[config.mk]
export PLATFORM = sky130hd
export DESIGN_NAME = instr_fetch
export DESIGN_NICKNAME = d
export VERILOG_FILES = /design/src/rtl/instr_fetch.sv
export SDC_FILE = /design/constraint.sdc
export NUM_CORES = 1
export LEC_CHECK = 0
export CAP_MARGIN = 15
export CORE_MARGIN = 3
export CORE_UTILIZATION = 32
export CTS_BUF_LIST = sky130_fd_sc_hd__clkbuf_16
export CTS_CLUSTER_SIZE = 8
export DETAILED_ROUTE_END_ITERATION = 6
export GPL_TIMING_DRIVEN = 0
export HOLD_SLACK_MARGIN = 0.1
export PLACE_DENSITY = 0.57
export SYNTH_ARGS = -nofsm -noshare
export SYNTH_HDL_FRONTEND = slang
export SYNTH_SLANG_ARGS = --single-unit
[constraint.sdc]
create_clock -name clk -period 7.92 [get_ports clk]
set_input_delay 1.584 -clock clk [delete_from_list [all_inputs] [get_ports clk]]
set_output_delay 1.584 -clock clk [all_outputs]
set_load 0.02 [all_outputs]
[src/rtl/instr_fetch.sv]
// rtl/instr_fetch.sv - instruction fetch with in-flight PC queue, 2-entry buffer and redirect drop counter
module instr_fetch #(
    parameter logic [31:0] RESET_PC = 32'h0000_0000
) (
    input  logic        clk,
    input  logic        rst,
    output logic        imem_req_valid,
    input  logic        imem_req_ready,
    output logic [31:0] imem_req_addr,
    input  logic        imem_rsp_valid,
    input  logic [31:0] imem_rsp_data,
    input  logic        redirect_valid,
    input  logic [31:0] redirect_pc,
    output logic        instr_valid,
    input  logic        instr_ready,
    output logic [31:0] instr,
    output logic [31:0] instr_pc
);

    logic [31:0] pc_q, pc_d;
    logic [31:0] rq0_q, rq0_d, rq1_q, rq1_d;
    logic [1:0]  rq_cnt_q, rq_cnt_d;
    logic [31:0] bw0_q, bw0_d, bw1_q, bw1_d;
    logic [31:0] bp0_q, bp0_d, bp1_q, bp1_d;
    logic [1:0]  buf_cnt_q, buf_cnt_d;
    logic [1:0]  drop_q, drop_d;

    logic        buf_pop;
    logic        rsp_take;
    logic        rsp_keep;
    logic        req_accept;
    logic [2:0]  occ_after_pop;

    // Handshake decode; a buffer slot freed by this cycle's pop counts as free so fetch streams at one per cycle
    always_comb begin
        buf_pop        = (buf_cnt_q != 2'd0) && instr_ready && !redirect_valid;
        occ_after_pop  = {1'b0, rq_cnt_q} + {1'b0, buf_cnt_q} - {2'b00, buf_pop};
        imem_req_valid = !rst && !redirect_valid && (occ_after_pop < 3'd2);
        req_accept     = imem_req_valid && imem_req_ready;
        rsp_take       = imem_rsp_valid && (rq_cnt_q != 2'd0);
        rsp_keep       = rsp_take && (drop_q == 2'd0) && !redirect_valid;
    end

    // Next-state: request-PC queue, instruction buffer, drop counter and fetch PC
    always_comb begin
        pc_d      = pc_q;
        rq0_d     = rq0_q;
        rq1_d     = rq1_q;
        rq_cnt_d  = rq_cnt_q;
        bw0_d     = bw0_q;
        bw1_d     = bw1_q;
        bp0_d     = bp0_q;
        bp1_d     = bp1_q;
        buf_cnt_d = buf_cnt_q;
        drop_d    = drop_q;

        if (rsp_take) begin
            rq0_d    = rq1_q;
            rq_cnt_d = rq_cnt_q - 2'd1;
        end
        if (req_accept) begin
            if (rq_cnt_d == 2'd0) begin
                rq0_d = pc_q;
            end else begin
                rq1_d = pc_q;
            end
            rq_cnt_d = rq_cnt_d + 2'd1;
        end

        if (buf_pop) begin
            bw0_d     = bw1_q;
            bp0_d     = bp1_q;
            buf_cnt_d = buf_cnt_q - 2'd1;
        end
        if (rsp_keep) begin
            if (buf_cnt_d == 2'd0) begin
                bw0_d = imem_rsp_data;
                bp0_d = rq0_q;
            end else begin
                bw1_d = imem_rsp_data;
                bp1_d = rq0_q;
            end
            buf_cnt_d = buf_cnt_d + 2'd1;
        end

        // No request is accepted in a redirect cycle, so rq_cnt_d is the surviving in-flight count
        if (redirect_valid) begin
            buf_cnt_d = 2'd0;
            drop_d    = rq_cnt_d;
        end else if (rsp_take && (drop_q != 2'd0)) begin
            drop_d = drop_q - 2'd1;
        end

        if (redirect_valid) begin
            pc_d = redirect_pc & 32'hFFFF_FFFC;
        end else if (req_accept) begin
            pc_d = pc_q + 32'd4;
        end
    end

    // State registers with synchronous reset
    always_ff @(posedge clk) begin
        if (rst) begin
            pc_q      <= RESET_PC;
            rq0_q     <= 32'd0;
            rq1_q     <= 32'd0;
            rq_cnt_q  <= 2'd0;
            bw0_q     <= 32'd0;
            bw1_q     <= 32'd0;
            bp0_q     <= 32'd0;
            bp1_q     <= 32'd0;
            buf_cnt_q <= 2'd0;
            drop_q    <= 2'd0;
        end else begin
            pc_q      <= pc_d;
            rq0_q     <= rq0_d;
            rq1_q     <= rq1_d;
            rq_cnt_q  <= rq_cnt_d;
            bw0_q     <= bw0_d;
            bw1_q     <= bw1_d;
            bp0_q     <= bp0_d;
            bp1_q     <= bp1_d;
            buf_cnt_q <= buf_cnt_d;
            drop_q    <= drop_d;
        end
    end

    // Decoder-side outputs show the buffer head, forced quiet while reset is held
    always_comb begin
        instr_valid   = !rst && (buf_cnt_q != 2'd0);
        instr         = instr_valid ? bw0_q : 32'd0;
        instr_pc      = instr_valid ? bp0_q : 32'd0;
        imem_req_addr = rst ? RESET_PC : pc_q;
    end

endmodule

**After elaboration in Yosys (flattened, before gate mapping)**

Index checks and enable logic that the tools add are counted.

- Output and inout port bits: 98
- Flip-flop bits (word level): 230
- Input port bits: 70
- Logic and storage cells: 65

- Bitwise operators: 2
- Reductions and logical operators: 23
- Add/sub/neg operators: 8
- Magnitude comparators: 1
- Muxes and demuxes: 20

Operator list:

| operator | count |
|---|---|
| $mux W32 | 14 |
| $add A32 B3 Y32 const B | 1 |
| $mux W2 | 6 |
| $logic_and A1 B1 Y1 | 10 |
| $reduce_bool A2 Y1 | 5 |
| $logic_not A2 Y1 | 3 |
| $sub A2 B1 Y2 const B | 3 |
| $add A2 B1 Y2 const B | 2 |
| $reduce_and A2 Y1 | 2 |
| $add A2 B2 Y3 | 1 |
| $lt A3 B2 Y1 const B | 1 |
| $sub A3 B1 Y3 | 1 |
| $logic_not A1 Y1 | 2 |
| $not A1 Y1 | 2 |
| $reduce_or A2 Y1 | 1 |

**Logic depth before layout (Yosys ltp)**

- Depth after elaboration: 9
- Mapped depth: 13
- Depth with buffers taken out: 11

**Worst setup path after synthesis**

OpenSTA, ideal clock, no wires.

- Path type: input -> output
- From: input port redirect_valid
- To: output port imem_req_valid
- Cell stages on the path: 8
- Buffers on the path: 2
- Data arrival time: 3.668 ns
- Path slack: 2.668 ns
- Required time: 6.336 ns
- Cell sequence: buf_2 > nor3b_2 > buf_2 > ha_1 > nand2b_1 > fa_1 > xor2_1 > and3_1

- Cells in the longest elaborated chain, start to end: 5
- Elaborated cells between the ends (all ways): 6
- Those cells by class: add/sub (1); order compare (1); reduce/logical (4)

Ends and longest elaborated chain:

| element | line | source |
|---|---|---|
| from (decl) | 12 | `input logic redirect_valid,` |
| $logic_not A1 Y1 * | 36, 38 |  |
| $logic_and A1 B1 Y1 | 36 | `buf_pop = (buf_cnt_q != 2'd0) && instr_ready && !redirect_valid;` |
| $sub A3 B1 Y3 | 37 | `occ_after_pop = {1'b0, rq_cnt_q} + {1'b0, buf_cnt_q} - {2'b00, buf_pop};` |
| $lt A3 B2 Y1 | 38 | `imem_req_valid = !rst && !redirect_valid && (occ_after_pop < 3'd2);` |
| $logic_and A1 B1 Y1 * | 38 |  |
| to (decl) | 7 | `output logic imem_req_valid,` |

Every way passes the cells marked *; elsewhere a longest branch is shown, timed or not.

**Worst setup path in the final report**

- From: input port instr_ready
- To: output port imem_req_valid

- Cells in the longest elaborated chain, start to end: 5

Ends and longest elaborated chain:

| element | line | source |
|---|---|---|
| from (decl) | 15 | `input logic instr_ready,` |
| $logic_and A1 B1 Y1 (2 in a row) | 36 |  |
| $sub A3 B1 Y3 | 37 |  |
| $lt A3 B2 Y1 | 38 |  |
| $logic_and A1 B1 Y1 | 38 |  |

Every way passes these cells.

==> summary.txt <==
GRT
  – Total routing usage reported by global routing: about 18%
  – Initial antenna violation count: 0
  – Global-route wire length before repair: a little over 50000 µm
  – Vias in the first global route: between 9000 and 10000
  – Maximum number of pins on one net before global-route repair: 11
  – Total overflow reported by the global router: 0

Logic synthesis
  – Synth Area in Simple Gates: roughly 22%
  – Yosys reg bits: roughly 230
  – Cell variety after synth: 55
  – Largest cells by area after synthesis: sky130_fd_sc_hd__dfxtp_1 (43%), sky130_fd_sc_hd__mux2i_1 (9.1%), sky130_fd_sc_hd__a211oi_1 (7.1%)
  – Number of warnings printed during yosys synthesis: 0
  – Area fraction of the dominant cell type after synthesis: 43.5%
  – Post-synthesis xor/xnor area fraction: about 1.5%
  – Post-synth ARST share: 0%
  – Adder-cell share of the synthesized area: under 10%
  – Synth Cell Area: roughly 10000 µm²
  – Main combinational cell family by area after synthesis: simple AND/OR/NAND/NOR gates
  – Complex-gate fraction of the synthesized area: 17.1%
  – Number of flops mapped to enable cells by yosys: 0
  – Share of synthesized area spent on multiplexers: 9.71%
  – Sequential element share of the synthesized area: a little over two fifths
  – Synthesized instance count: roughly 1200
  – Library cell occupying the most area in the post-synthesis netlist: sky130_fd_sc_hd__dfxtp_1
  – Synthesized area per cell: around 8.4 µm²
  – Most frequently used flop master after synthesis: sky130_fd_sc_hd__dfxtp_1

STA
  – Maximum operating frequency: roughly 0.15 GHz
  – Time the worst path needs with I/O delays and setup: between 6 and 7 ns
  – RSZ-0062 raised after global routing: no
  – Final worst-path cycle share: 81.7%
  – Final setup fails: 0
  – PnR worst setup slack: about 1.4 ns
  – Actual slew at the worst max-slew pin: 0.858 ns
  – Worst clock skew: 0.0155 ns
  – Final TNS setup: 0 ns
  – Final Max Tran Viols: 0
  – Final-report hold violation count: 0
  – Max-Slew Margin vs Limit: 42.8%

Hold path
  – Hold Path Class: register to register

Run
  – MaxCap Viol Count: 0

Route
  – First-pass detailed-route iteration total: 4
  – Total wire length: 32400 µm
  – Via Count: a little over 9000
  – Detail Route Antenna Nets: 0
  – Vias per inst: 4.97
  – Initial detailed-routing violation count: between 600 and 700
  – Number of design rule violations left after detail routing: 0
  – Wirelength per Cell: between 15 and 20 µm

CTS
  – TritonCTS clock tree: done
  – Number of post-CTS setup repair buffers: 0
  – Number of levels the H-tree was split into: 2
  – Clock latency on the worst-skew pair: 0.49 ns
  – Num CTS Buffers: 34
  – Number of cells upsized or downsized after cts: 0
  – Maximum root-to-sink buffer count: 3
  – Clock slew at reported path FFs: approximately 0.05 ns
  – CTS sink count: 226
  – Root buf cell: sky130_fd_sc_hd__clkbuf_16
  – Post-CTS Hold Buffers: 0

Floorplanning
  – Site row count: 65
  – Overall die width: between 150 and 200 µm
  – Core box area: around 32000 µm²
  – Starting Density: between 30% and 40%
  – Die height: around 190 µm
  – Num ports: approximately 170
  – Die Area: 34700 µm²

Setup path
  – Critical path launch point type: input port
  – Type of the worst setup path: input port to output port
  – Required @ worst endpoint: 6.34 ns
  – Critical Path Fanout Max: 10
  – Critical path arrival: approximately 4.9 ns
  – CP endpoint kind: output port

Placement
  – Placed standard-cell area: ~13000 µm²
  – Number of port buffers: roughly 160
  – Gp weighted congestion: about 0.82
  – Worst-case setup slack after placement: between 1 and 1.5 ns
  – Placed wire-length estimate after detailed placement: between 20000 and 25000 µm

Cells and area
  – Layout cell share with drive strength beyond 1: between 5 and 6%
  – Total area of multi-input combinational cells: 5380 µm²
  – Area growth from synthesis to layout: 29.5%
  – ANT cells: 0
  – Commonest non-fill, non-tap cells in the layout: sky130_fd_sc_hd__dfxtp_1 (226), sky130_fd_sc_hd__nand2_1 (181), sky130_fd_sc_hd__clkdlybuf4s50_1 (162), sky130_fd_sc_hd__nor2_1 (127), sky130_fd_sc_hd__a21oi_1 (122)
  – Final design instance area without fill: between 10000 and 15000 µm²
  – FILL cells: between 3000 and 4000
  – Most common library cell in the layout ignoring fill and taps: sky130_fd_sc_hd__dfxtp_1
  – Fraction of the core area covered by cells at the end of the flow: 42.4%
  – Net total in the final layout: 1515
  – Sequential cell area: 4520 µm²

Pwr
  – Max VDD drop: about 0.14 mV
  – Areal power density over the cells: between 200 and 250 nW/µm²
  – Power Total: 3.31 mW
  – Static leakage power: 4.82 nW

Status
  – Outcome: finished, final reports clean
## power by group
group	switching, mW	internal [mW]	leakage (nW)
registers	0.0918	1.25	1.83
clock network	0.482	0.775	0.450
logic	0.438	0.273	2.54
total	1.01	2.30	4.82
## registers in the layout, indices dropped and copies added, names as in the netlist
signal,count
bp1_q,32
rq1_q,30
drop_q,2
buf_cnt_q,2
bw0_q,32
pc_q,30
bw1_q,32
bp0_q,32
rq0_q,32
rq_cnt_q,2
## per-layer routing
layer / wire length (µm) / GRT usage, %
met1: 16000 / 26.3
met2: 13900 / 27.7
met3: 1930 / 3.10
met4: 620 / 4.25
met5: 0 / 0
## synthesized netlist by cell type, types with 2 or more instances
| library cell | number |
|---|---|
| sky130_fd_sc_hd__dfxtp_1 | 226 |
| sky130_fd_sc_hd__nand2_1 | 181 |
| sky130_fd_sc_hd__nor2_1 | 127 |
| sky130_fd_sc_hd__a21oi_1 | 122 |
| sky130_fd_sc_hd__a211oi_1 | 98 |
| sky130_fd_sc_hd__mux2i_1 | 95 |
| sky130_fd_sc_hd__clkbuf_1 | 73 |
| sky130_fd_sc_hd__and2_1 | 65 |
| sky130_fd_sc_hd__o21ai_0 | 40 |
| sky130_fd_sc_hd__nor2b_1 | 32 |
| sky130_fd_sc_hd__buf_2 | 18 |
| sky130_fd_sc_hd__inv_1 | 17 |
| sky130_fd_sc_hd__xnor2_1 | 11 |
| sky130_fd_sc_hd__nand3_1 | 10 |
| sky130_fd_sc_hd__nand4_1 | 10 |
| sky130_fd_sc_hd__a22oi_1 | 9 |
| sky130_fd_sc_hd__ha_1 | 8 |
| sky130_fd_sc_hd__and3_1 | 7 |
| sky130_fd_sc_hd__buf_1 | 7 |
| sky130_fd_sc_hd__buf_4 | 7 |
| sky130_fd_sc_hd__xor2_1 | 7 |
| sky130_fd_sc_hd__o21a_1 | 6 |
| sky130_fd_sc_hd__a31oi_1 | 5 |
| sky130_fd_sc_hd__nor3_1 | 5 |
| sky130_fd_sc_hd__nand2b_1 | 4 |
| sky130_fd_sc_hd__o22ai_1 | 4 |
| sky130_fd_sc_hd__and4_1 | 3 |
| sky130_fd_sc_hd__nand3_2 | 3 |
| sky130_fd_sc_hd__or3_1 | 3 |
| sky130_fd_sc_hd__a21o_1 | 2 |
| sky130_fd_sc_hd__and4b_1 | 2 |
| sky130_fd_sc_hd__mux2_1 | 2 |
| sky130_fd_sc_hd__mux2_2 | 2 |
| sky130_fd_sc_hd__nand4_4 | 2 |
| sky130_fd_sc_hd__nor3_2 | 2 |
| sky130_fd_sc_hd__nor3_4 | 2 |
| sky130_fd_sc_hd__nor4_4 | 2 |
## cell families (layout without fill, tap and decap cells)
logic type,count (synthesis),in the layout
AOI/OAI and AO/OA,292,292
xor gates and xnor gates,18,18
adders and majority gates,9,9
buffers and inverters,122,324
DFF,226,226
muxes,100,100
other,1,2
and+or+nand+nor,469,469
## worst paths after layout
| check | endpoint | cells after the start | start | slack (ns) |
|---|---|---|---|---|
| worst max-delay path | imem_req_valid | 9 | instr_ready | 1.45 |
| worst min-delay path | bw1_q[26] | 2 | bw1_q[26] | 0.45 |
| worst max register to register | rq0_q[25] | 13 | buf_cnt_q[1] | 4.02 |
| worst min register to register | bw1_q[26] | 2 | bw1_q[26] | 0.45 |
## metrics by stage
stage / hold slack, ns / instances
2_1_floorplan: 0.436 / 1238
3_3_place_gp: 0.442 / 1835
3_5_place_dp: 0.448 / 1835
4_1_cts: 0.454 / 1875
5_1_grt: 0.466 / 1875
6_report: 0.453 / 1875
## final cells by class
class                      instances  share of cell area [%]
inverter                          17                   0.473
timing repair buffer             162                    12.0
clock buffer                      35                    6.50
clock inverter                     5                   0.176
sequential                       226                    33.6
multi-input combinational        890                    39.9
buffer                           105                    3.29
tap                              435                    4.04
## critical path: stages
cell	delay [ns]
sky130_fd_sc_hd__clkdlybuf4s50_1	0.46
sky130_fd_sc_hd__nor3b_2	0.18
sky130_fd_sc_hd__buf_2	0.36
sky130_fd_sc_hd__ha_1	0.35
sky130_fd_sc_hd__nand2b_1	0.18
sky130_fd_sc_hd__fa_1	0.42
sky130_fd_sc_hd__xor2_1	0.46
sky130_fd_sc_hd__and3_1	0.28
sky130_fd_sc_hd__clkdlybuf4s50_1	0.62
Power figures use the tool's default switching activity.
